<file path="src/rtl/ws2812_pkg.sv">
// Shared types and default timing for the WS2812 strip driver.
// Optional gamma correction is selected with WS2812_GAMMA_EN.
package ws2812_pkg;

    typedef enum logic [1:0] {
        ST_IDLE,
        ST_LOAD,
        ST_SEND,
        ST_LATCH
    } ws_state_t;

    localparam int unsigned DEF_T0H_CYC    = 40;
    localparam int unsigned DEF_T1H_CYC    = 80;
    localparam int unsigned DEF_TBIT_CYC   = 125;
    localparam int unsigned DEF_TLATCH_CYC = 8000;

    typedef struct packed {
        logic [7:0] g;
        logic [7:0] r;
        logic [7:0] b;
    } grb_t;

    function automatic logic [23:0] pack_grb(input logic [7:0] g,
                                             input logic [7:0] r,
                                             input logic [7:0] b);
        return {g, r, b};
    endfunction

endpackage

</file>
<file path="src/rtl/ws2812_bit_encoder.sv">
// NRZ bit timer: one start strobe produces one high/low bit period.
// bit_done marks the final cycle so the next bit can start with no gap.
module ws2812_bit_encoder #(
    parameter int unsigned T0H_CYC  = 40,
    parameter int unsigned T1H_CYC  = 80,
    parameter int unsigned TBIT_CYC = 125
) (
    input  logic i_clk,
    input  logic i_rst_n,
    input  logic i_start,
    input  logic i_bit,
    output logic o_wave,
    output logic o_bit_done
);

    localparam int unsigned PW = $clog2(TBIT_CYC) + 1;
    localparam logic [PW-1:0] PH_LAST = PW'(TBIT_CYC - 1);
    localparam logic [PW-1:0] PH_T0H  = PW'(T0H_CYC);
    localparam logic [PW-1:0] PH_T1H  = PW'(T1H_CYC);

    logic [PW-1:0] r_phase;
    logic          r_active;
    logic [PW-1:0] w_thr;

    always_ff @(posedge i_clk or negedge i_rst_n) begin
        if (!i_rst_n) begin
            r_phase  <= '0;
            r_active <= 1'b0;
        end else if (i_start) begin
            r_phase  <= '0;
            r_active <= 1'b1;
        end else if (r_active) begin
            if (r_phase == PH_LAST) begin
                r_active <= 1'b0;
            end else begin
                r_phase <= r_phase + PW'(1);
            end
        end
    end

    assign w_thr      = i_bit ? PH_T1H : PH_T0H;
    assign o_wave     = r_active && (r_phase < w_thr);
    assign o_bit_done = r_active && (r_phase == PH_LAST);

endmodule

</file>
<file path="src/rtl/ws2812_gamma_rom.sv">
// Registered gamma-2.2 lookup for three colour channels (one cycle latency).
// Compiled only when WS2812_GAMMA_EN is defined.
`ifdef WS2812_GAMMA_EN
module ws2812_gamma_rom
    import ws2812_pkg::*;
(
    input  logic       i_clk,
    input  logic       i_rst_n,
    input  logic       i_vld,
    input  logic [7:0] i_g,
    input  logic [7:0] i_r,
    input  logic [7:0] i_b,
    output logic       o_vld,
    output grb_t       o_grb
);

    function automatic logic [2047:0] build_lut();
        logic [2047:0] lut;
        real           v;
        for (int unsigned i = 0; i < 256; i++) begin
            v = (real'(i) / 255.0) ** 2.2;
            lut[i*8 +: 8] = 8'($rtoi(v * 255.0 + 0.5));
        end
        return lut;
    endfunction

    localparam logic [2047:0] GAMMA_LUT = build_lut();

    logic r_vld;
    grb_t r_grb;

    always_ff @(posedge i_clk or negedge i_rst_n) begin
        if (!i_rst_n) begin
            r_vld <= 1'b0;
            r_grb <= '0;
        end else begin
            r_vld <= i_vld;
            if (i_vld) begin
                r_grb.g <= GAMMA_LUT[{i_g, 3'b000} +: 8];
                r_grb.r <= GAMMA_LUT[{i_r, 3'b000} +: 8];
                r_grb.b <= GAMMA_LUT[{i_b, 3'b000} +: 8];
            end
        end
    end

    assign o_vld = r_vld;
    assign o_grb = r_grb;

endmodule
`endif

</file>
<file path="src/rtl/ws2812_strip_driver.sv">
// Single-strip WS2812 driver: fetches GRB words one at a time and serialises them.
// Define WS2812_GAMMA_EN to gamma-correct colours at capture (adds one cycle).
module ws2812_strip_driver
    import ws2812_pkg::*;
#(
    parameter int unsigned NUM_LEDS    = 64,
    parameter int unsigned T0H_CYC     = DEF_T0H_CYC,
    parameter int unsigned T1H_CYC     = DEF_T1H_CYC,
    parameter int unsigned TBIT_CYC    = DEF_TBIT_CYC,
    parameter int unsigned TLATCH_CYC  = DEF_TLATCH_CYC,
    parameter int unsigned TIMEOUT_CYC = 2000
) (
    input  logic       clk_100mhz,
    input  logic       rst_n,
    input  logic       start,
    output logic       next_led_request,
    input  logic [7:0] green_in,
    input  logic [7:0] red_in,
    input  logic [7:0] blue_in,
    input  logic       color_valid,
    output logic       strip_out,
    output logic       busy,
    output logic       frame_done,
    output logic       underrun
);

    localparam int unsigned LW = $clog2(NUM_LEDS) + 1;
    localparam int unsigned WW = $clog2(TIMEOUT_CYC) + 1;
    localparam int unsigned TW = $clog2(TLATCH_CYC) + 1;
    localparam logic [LW-1:0] LEDS_N    = LW'(NUM_LEDS);
    localparam logic [WW-1:0] WAIT_LAST = WW'(TIMEOUT_CYC - 1);
    localparam logic [TW-1:0] LAT_LAST  = TW'(TLATCH_CYC - 1);

    ws_state_t     r_state, w_state_nxt;
    logic [LW-1:0] r_fetch_cnt, r_send_cnt;
    logic [WW-1:0] r_wait;
    logic [TW-1:0] r_lat;
    grb_t          r_hold;
    logic          r_hold_full, r_outstanding;
    logic [23:0]   r_shift;
    logic [4:0]    r_bit_idx;
    logic          r_busy, r_frame_done, r_underrun;

    logic w_accept, w_load_word, w_enc_start, w_next_bit, w_word_done;
    logic w_timeout, w_latch_done, w_req, w_cap, w_hold_wr, w_pipe_busy;
    logic w_wave, w_bit_done;
    grb_t w_hold_data;

    assign w_cap = color_valid && r_outstanding &&
                   (r_state == ST_LOAD || r_state == ST_SEND);

`ifdef WS2812_GAMMA_EN
    logic w_rom_vld;
    grb_t w_rom_grb;

    ws2812_gamma_rom u_gamma (
        .i_clk   (clk_100mhz),
        .i_rst_n (rst_n),
        .i_vld   (w_cap),
        .i_g     (green_in),
        .i_r     (red_in),
        .i_b     (blue_in),
        .o_vld   (w_rom_vld),
        .o_grb   (w_rom_grb)
    );

    // a colour in the ROM stage still counts as occupying the holding slot
    assign w_hold_wr   = w_rom_vld;
    assign w_hold_data = w_rom_grb;
    assign w_pipe_busy = w_rom_vld;
`else
    assign w_hold_wr   = w_cap;
    assign w_hold_data = pack_grb(green_in, red_in, blue_in);
    assign w_pipe_busy = 1'b0;
`endif

    assign w_req = !r_hold_full && !r_outstanding && !w_pipe_busy &&
                   (r_fetch_cnt != '0) &&
                   (r_state == ST_LOAD || r_state == ST_SEND);

    always_ff @(posedge clk_100mhz or negedge rst_n) begin
        if (!rst_n) begin
            r_state <= ST_IDLE;
        end else begin
            r_state <= w_state_nxt;
        end
    end

    always_comb begin
        w_state_nxt  = r_state;
        w_accept     = 1'b0;
        w_load_word  = 1'b0;
        w_enc_start  = 1'b0;
        w_next_bit   = 1'b0;
        w_word_done  = 1'b0;
        w_timeout    = 1'b0;
        w_latch_done = 1'b0;
        case (r_state)
            ST_IDLE: begin
                if (start) begin
                    w_accept    = 1'b1;
                    w_state_nxt = ST_LOAD;
                end
            end
            ST_LOAD: begin
                if (r_hold_full) begin
                    w_load_word = 1'b1;
                    w_enc_start = 1'b1;
                    w_state_nxt = ST_SEND;
                end else if (r_wait >= WAIT_LAST) begin
                    w_timeout   = 1'b1;
                    w_state_nxt = ST_LATCH;
                end
            end
            ST_SEND: begin
                if (w_bit_done) begin
                    if (r_bit_idx != 5'd0) begin
                        w_next_bit  = 1'b1;
                        w_enc_start = 1'b1;
                    end else begin
                        w_word_done = 1'b1;
                        if (r_send_cnt == LW'(1)) begin
                            w_state_nxt = ST_LATCH;
                        end else if (r_hold_full) begin
                            w_load_word = 1'b1;
                            w_enc_start = 1'b1;
                        end else begin
                            w_state_nxt = ST_LOAD;
                        end
                    end
                end
            end
            ST_LATCH: begin
                if (r_lat >= LAT_LAST) begin
                    w_latch_done = 1'b1;
                    w_state_nxt  = ST_IDLE;
                end
            end
            default: w_state_nxt = ST_IDLE;
        endcase
    end

    always_ff @(posedge clk_100mhz or negedge rst_n) begin
        if (!rst_n) begin
            r_fetch_cnt   <= '0;
            r_send_cnt    <= '0;
            r_wait        <= '0;
            r_lat         <= '0;
            r_hold        <= '0;
            r_hold_full   <= 1'b0;
            r_outstanding <= 1'b0;
            r_shift       <= '0;
            r_bit_idx     <= '0;
            r_busy        <= 1'b0;
            r_frame_done  <= 1'b0;
            r_underrun    <= 1'b0;
        end else begin
            r_frame_done <= w_latch_done;
            if (w_accept) begin
                r_busy        <= 1'b1;
                r_underrun    <= 1'b0;
                r_fetch_cnt   <= LEDS_N;
                r_send_cnt    <= LEDS_N;
                r_hold_full   <= 1'b0;
                r_outstanding <= 1'b0;
            end
            if (w_req) begin
                r_outstanding <= 1'b1;
                r_fetch_cnt   <= r_fetch_cnt - LW'(1);
            end
            if (w_cap) begin
                r_outstanding <= 1'b0;
            end
            if (w_hold_wr) begin
                r_hold      <= w_hold_data;
                r_hold_full <= 1'b1;
            end
            if (w_load_word) begin
                r_shift     <= r_hold;
                r_hold_full <= 1'b0;
                r_bit_idx   <= 5'd23;
            end
            if (w_next_bit) begin
                r_bit_idx <= r_bit_idx - 5'd1;
            end
            if (w_word_done && r_send_cnt != '0) begin
                r_send_cnt <= r_send_cnt - LW'(1);
            end
            if (w_timeout) begin
                r_underrun    <= 1'b1;
                r_outstanding <= 1'b0;
            end
            if (w_latch_done) begin
                r_busy <= 1'b0;
            end
            if (r_state != ST_LOAD || r_hold_full) begin
                r_wait <= '0;
            end else if (r_wait != WAIT_LAST) begin
                r_wait <= r_wait + WW'(1);
            end
            if (r_state != ST_LATCH) begin
                r_lat <= '0;
            end else if (r_lat != LAT_LAST) begin
                r_lat <= r_lat + TW'(1);
            end
        end
    end

    ws2812_bit_encoder #(
        .T0H_CYC  (T0H_CYC),
        .T1H_CYC  (T1H_CYC),
        .TBIT_CYC (TBIT_CYC)
    ) u_enc (
        .i_clk      (clk_100mhz),
        .i_rst_n    (rst_n),
        .i_start    (w_enc_start),
        .i_bit      (r_shift[r_bit_idx]),
        .o_wave     (w_wave),
        .o_bit_done (w_bit_done)
    );

    assign strip_out        = w_wave && (r_state == ST_SEND);
    assign next_led_request = w_req;
    assign busy             = r_busy;
    assign frame_done       = r_frame_done;
    assign underrun         = r_underrun;

endmodule
</file>
<file path="config.mk">
export PLATFORM = sky130hd
export DESIGN_NAME = ws2812_strip_driver
export DESIGN_NICKNAME = d
export VERILOG_FILES = /design/src/rtl/ws2812_pkg.sv /design/src/rtl/ws2812_bit_encoder.sv /design/src/rtl/ws2812_gamma_rom.sv /design/src/rtl/ws2812_strip_driver.sv
export SDC_FILE = /design/constraint.sdc
export NUM_CORES = 1
export LEC_CHECK = 0
export BUFFER_PORTS_ARGS = -buffer_cell sky130_fd_sc_hd__buf_2
export CAP_MARGIN = 20
export CORE_AREA = 2 2 116 118
export CTS_CLUSTER_DIAMETER = 120
export DETAILED_ROUTE_END_ITERATION = 12
export DIE_AREA = 0 0 118 120
export GPL_ROUTABILITY_DRIVEN = 0
export PLACE_DENSITY = 0.58
export SKIP_LAST_GASP = 1
export SYNTH_ARGS = -nofsm -noshare
export SYNTH_HDL_FRONTEND = slang
export SYNTH_HIERARCHICAL = 1
export SYNTH_SLANG_ARGS = --single-unit
</file>
<file path="constraint.sdc">
create_clock -name clk_100mhz -period 3.95 [get_ports clk_100mhz]
set_clock_uncertainty 0.2 [all_clocks]
set_input_delay 0 -clock clk_100mhz [delete_from_list [all_inputs] [get_ports clk_100mhz]]
set_output_delay 0 -clock clk_100mhz [all_outputs]
set_load 0.01 [all_outputs]
</file>
==> metrics.md <==
| Metric | Value |
|---|---|
| Post-synth ARST share | 100% |
| Fmax | 304 MHz |
| Final nets | 639 |
| Setup CP Type | reg -> out |
| Max-Cap Viols | 0 |
| CP Capture Type | output port |
| Die Ht | 120 microns |
| Synth top area cells | dfrtp_1 (50%), nand2_1 (7.1%), mux2_2 (5.2%) |
| CP Data Arrival Time | 3.09 ns |
| Power after layout | 4000 uW |
| Number of distinct library cells after synthesis | 62 |
| Worst VDD drop | 0.361 mV |
| Sequential share of the synthesized area | 50.4% |
| Post-DR wirelength/cell | 13.7 microns |
| Syn_nets | 579 |
| Port bufs | 32 |
| Die Width | 118 microns |
| Crit start category | flop |
| Crit-path cells | mux4_2 > mux2_2 > a21oi_1 > o21ai_0 > ha_1 > o21ai_0 > a21oi_1 > nor4_1 > and2_1 > buf_2 |
| Slew margin rel. | 34.9% |
| Core area | 13,000 sq um |
| Yosys warns | 6 |
| Largest stage delay, worst path | 0.62 ns |
| Final setup vio count | 0 |
| Vias per cell | 5.21 |
| IO Count | 33 |
| Slew Limit Fails | 0 |
| Cell count after synthesis | 533 |
| Synth Flop Type | dfrtp_1 |
| Leakage power | 0.00289 uW |
| First-pass GRT wire length | 19.0 mm |
| DRT antenna net count | 0 |
| Commonest cells in the netlist | dfrtp_1 (109), nand2_1 (103), nor2_1 (40), o21ai_0 (34), mux2_2 (25) |
| Area delta synth->final | 17.5% |
| Worst-path cell with the longest stage delay | dfrtp_1 |
| Outcome | finished, final reports clean |
| PwrDens | 629 nW/um^2 |
| Die ar. | 14,200 sq um |
| Rows | 42 |
| Crit share post-route | 83.4% |
| Routed WL | 10.6 mm |
| Most frequent cell after synthesis | dfrtp_1 |
| Seq cells post-synth | 109 |
| Gr ovfl total | 0 |
| CTS Buf Count | 9 |
| CTS tree | built |
| Number of global-route vias before repair | 4,138 |
| Synth area leader | dfrtp_1 |
| CTS clk-pin slew, worst paths | 0.07 ns |
| Largest net degree at the start of global routing | 42 |
| Total negative slack | 0 ns |
| Post-DP HPWL | 7.18 mm |
| Clk Latency, worst-skew pair | 0.36 ns |
| Worst Tran Pin Value | 0.965 ns |
| Share of cells above drive strength 1 | 17.2% |
| Placed cell areas | 5750 sq um |
| Mapped Area | 5420 sq um |
| Final core utilization | 49.0% |
| Initial drt markers | 210 |
| Via count | 4,036 |
| Root buffer cell | clkbuf_16 |
| Post-route DRC | 0 |
| Worst R2R Setup Slack | 0.85 ns |
| RSZ-0062 raised after global routing | no |
| Antenna violations before repair | 0 |
| Initial core utilization | 41.7% |
| Worst min-delay path class | in -> reg |
| Clk sink count | 109 |
| Post-route cell area | 6360 sq um |
| Fillers | 1,230 |
| Clock buffer depth | 2 |
| Hold Fails Final Rpt | 0 |
| H-tree Lvls | 3 |
| CP Data Required Time | 3.75 ns |
| Yosys top cell area share | 50.4% |
| Highest fanout seen on the critical path | 9 |
| First-pass DRT Iterations | 4 |
| GRT Overall Usage | 16.5% |
| Number of synthesized flops with an enable pin | 0 |
| Final Critical Period | 3.29 ns |
| Mean Syn Cell Area | 10.2 sq um |
| N_diodes | 0 |
[sequential cells by signal, summed over array words and instances, names as in the netlist]
register        flops
u_enc/r_active      1
busy                1
r_bit_idx           5
u_enc/r_phase       8
underrun            1
r_lat              14
r_state             2
r_wait             12
r_hold             24
r_send_cnt          7
r_fetch_cnt         7
frame_done          1
r_shift            24
r_hold_full         1
r_outstanding       1
[cell type report]
class	instances	area (sq um)	area share, %
Clock buffer	9	225	3.54
Clock inverter	7	78.8	1.24
Inverter	20	75.1	1.18
Multi-Input combinational cell	387	2520	39.6
Sequential cell	109	2730	42.9
Tap cell	176	220	3.46
Timing Repair Buffer	66	513	8.06
[where the power goes]
group | switching [uW] | leakage (uW) | internal, uW
Sequential | 308 | 0.00138 | 1470
Combinational | 668 | 0.00137 | 652
Clock | 461 | 0.000142 | 450
[metal layers]
layer	track usage, %	part of all wire (%)	up-vias
met5	0	0	-
met4	6.17	1.7	0
met3	4.18	3.7	14
met2	27.6	48	58
met1	20.6	47	1969
li1	-	-	1995
[cell usage in the layout, fill, tap and decap left out, types with 10 or more instances in the layout]
cell type,netlist,final
a21oi_1,19,19
dlygate4sd3_1,0,27
xnor2_1,10,10
mux2_2,25,25
buf_2,4,31
o21ai_0,34,34
nand3_1,17,17
nor2_1,40,40
inv_1,20,20
ha_1,18,18
nand2_1,103,103
nor3_1,14,14
dfrtp_1,109,109
[per-stage QoR]
| step | hold slack (ns) | setup slack, ns | cells |
|---|---|---|---|
| after detailed placement | -0.238 | 0.827 | 729 |
| after global placement | -0.240 | 0.929 | 728 |
| after floorplan | -0.496 | 1.36 | 533 |
| final | 0.0538 | 0.658 | 774 |
| after global routing | 0.0279 | 0.321 | 774 |
| after CTS | 0.0349 | 0.578 | 773 |
[path summary, 6_finish.rpt]
path                                       start      endpoint  cells after the start
worst min-delay path                 color_valid    r_hold[20]                      3
min in group asynchronous                  rst_n      r_lat[9]                      4
worst min register to register        r_hold[18]   r_shift[18]                      2
worst max-delay path                r_bit_idx[0]     strip_out                     10
max in group asynchronous                  rst_n    r_hold[12]                      4
worst max register to register  u_enc/r_phase[0]  r_bit_idx[1]                      9
[logic make-up after synthesis]
family                   synth area share [%]
adder cells (fa/ha/maj)                  4.16
XOR/XNOR                                 3.07
flip-flops                               50.4
multiplexers                             8.36
buffers and inverters                    3.07
AND/OR/NAND/NOR                          19.9
AO/OA/AOI/OAI                            11.0
[what timing repair did]
item                                   in CTS  in global routing
hold buffers                               28                  0
setup buffers                               0                  0
resized for setup                           0                  0
endpoints found under the hold margin     140                  0
[critical path, delay by kind of cell, from the launching register on]
family	cells	cell delay, ns
multiplexers	2	0.83
flip-flops	1	0.62
AO/OA/AOI/OAI	4	0.51
adder cells (fa/ha/maj)	1	0.33
AND/OR/NAND/NOR	2	0.31
buffers and inverters	1	0.13
Power figures use the tool's default switching activity.
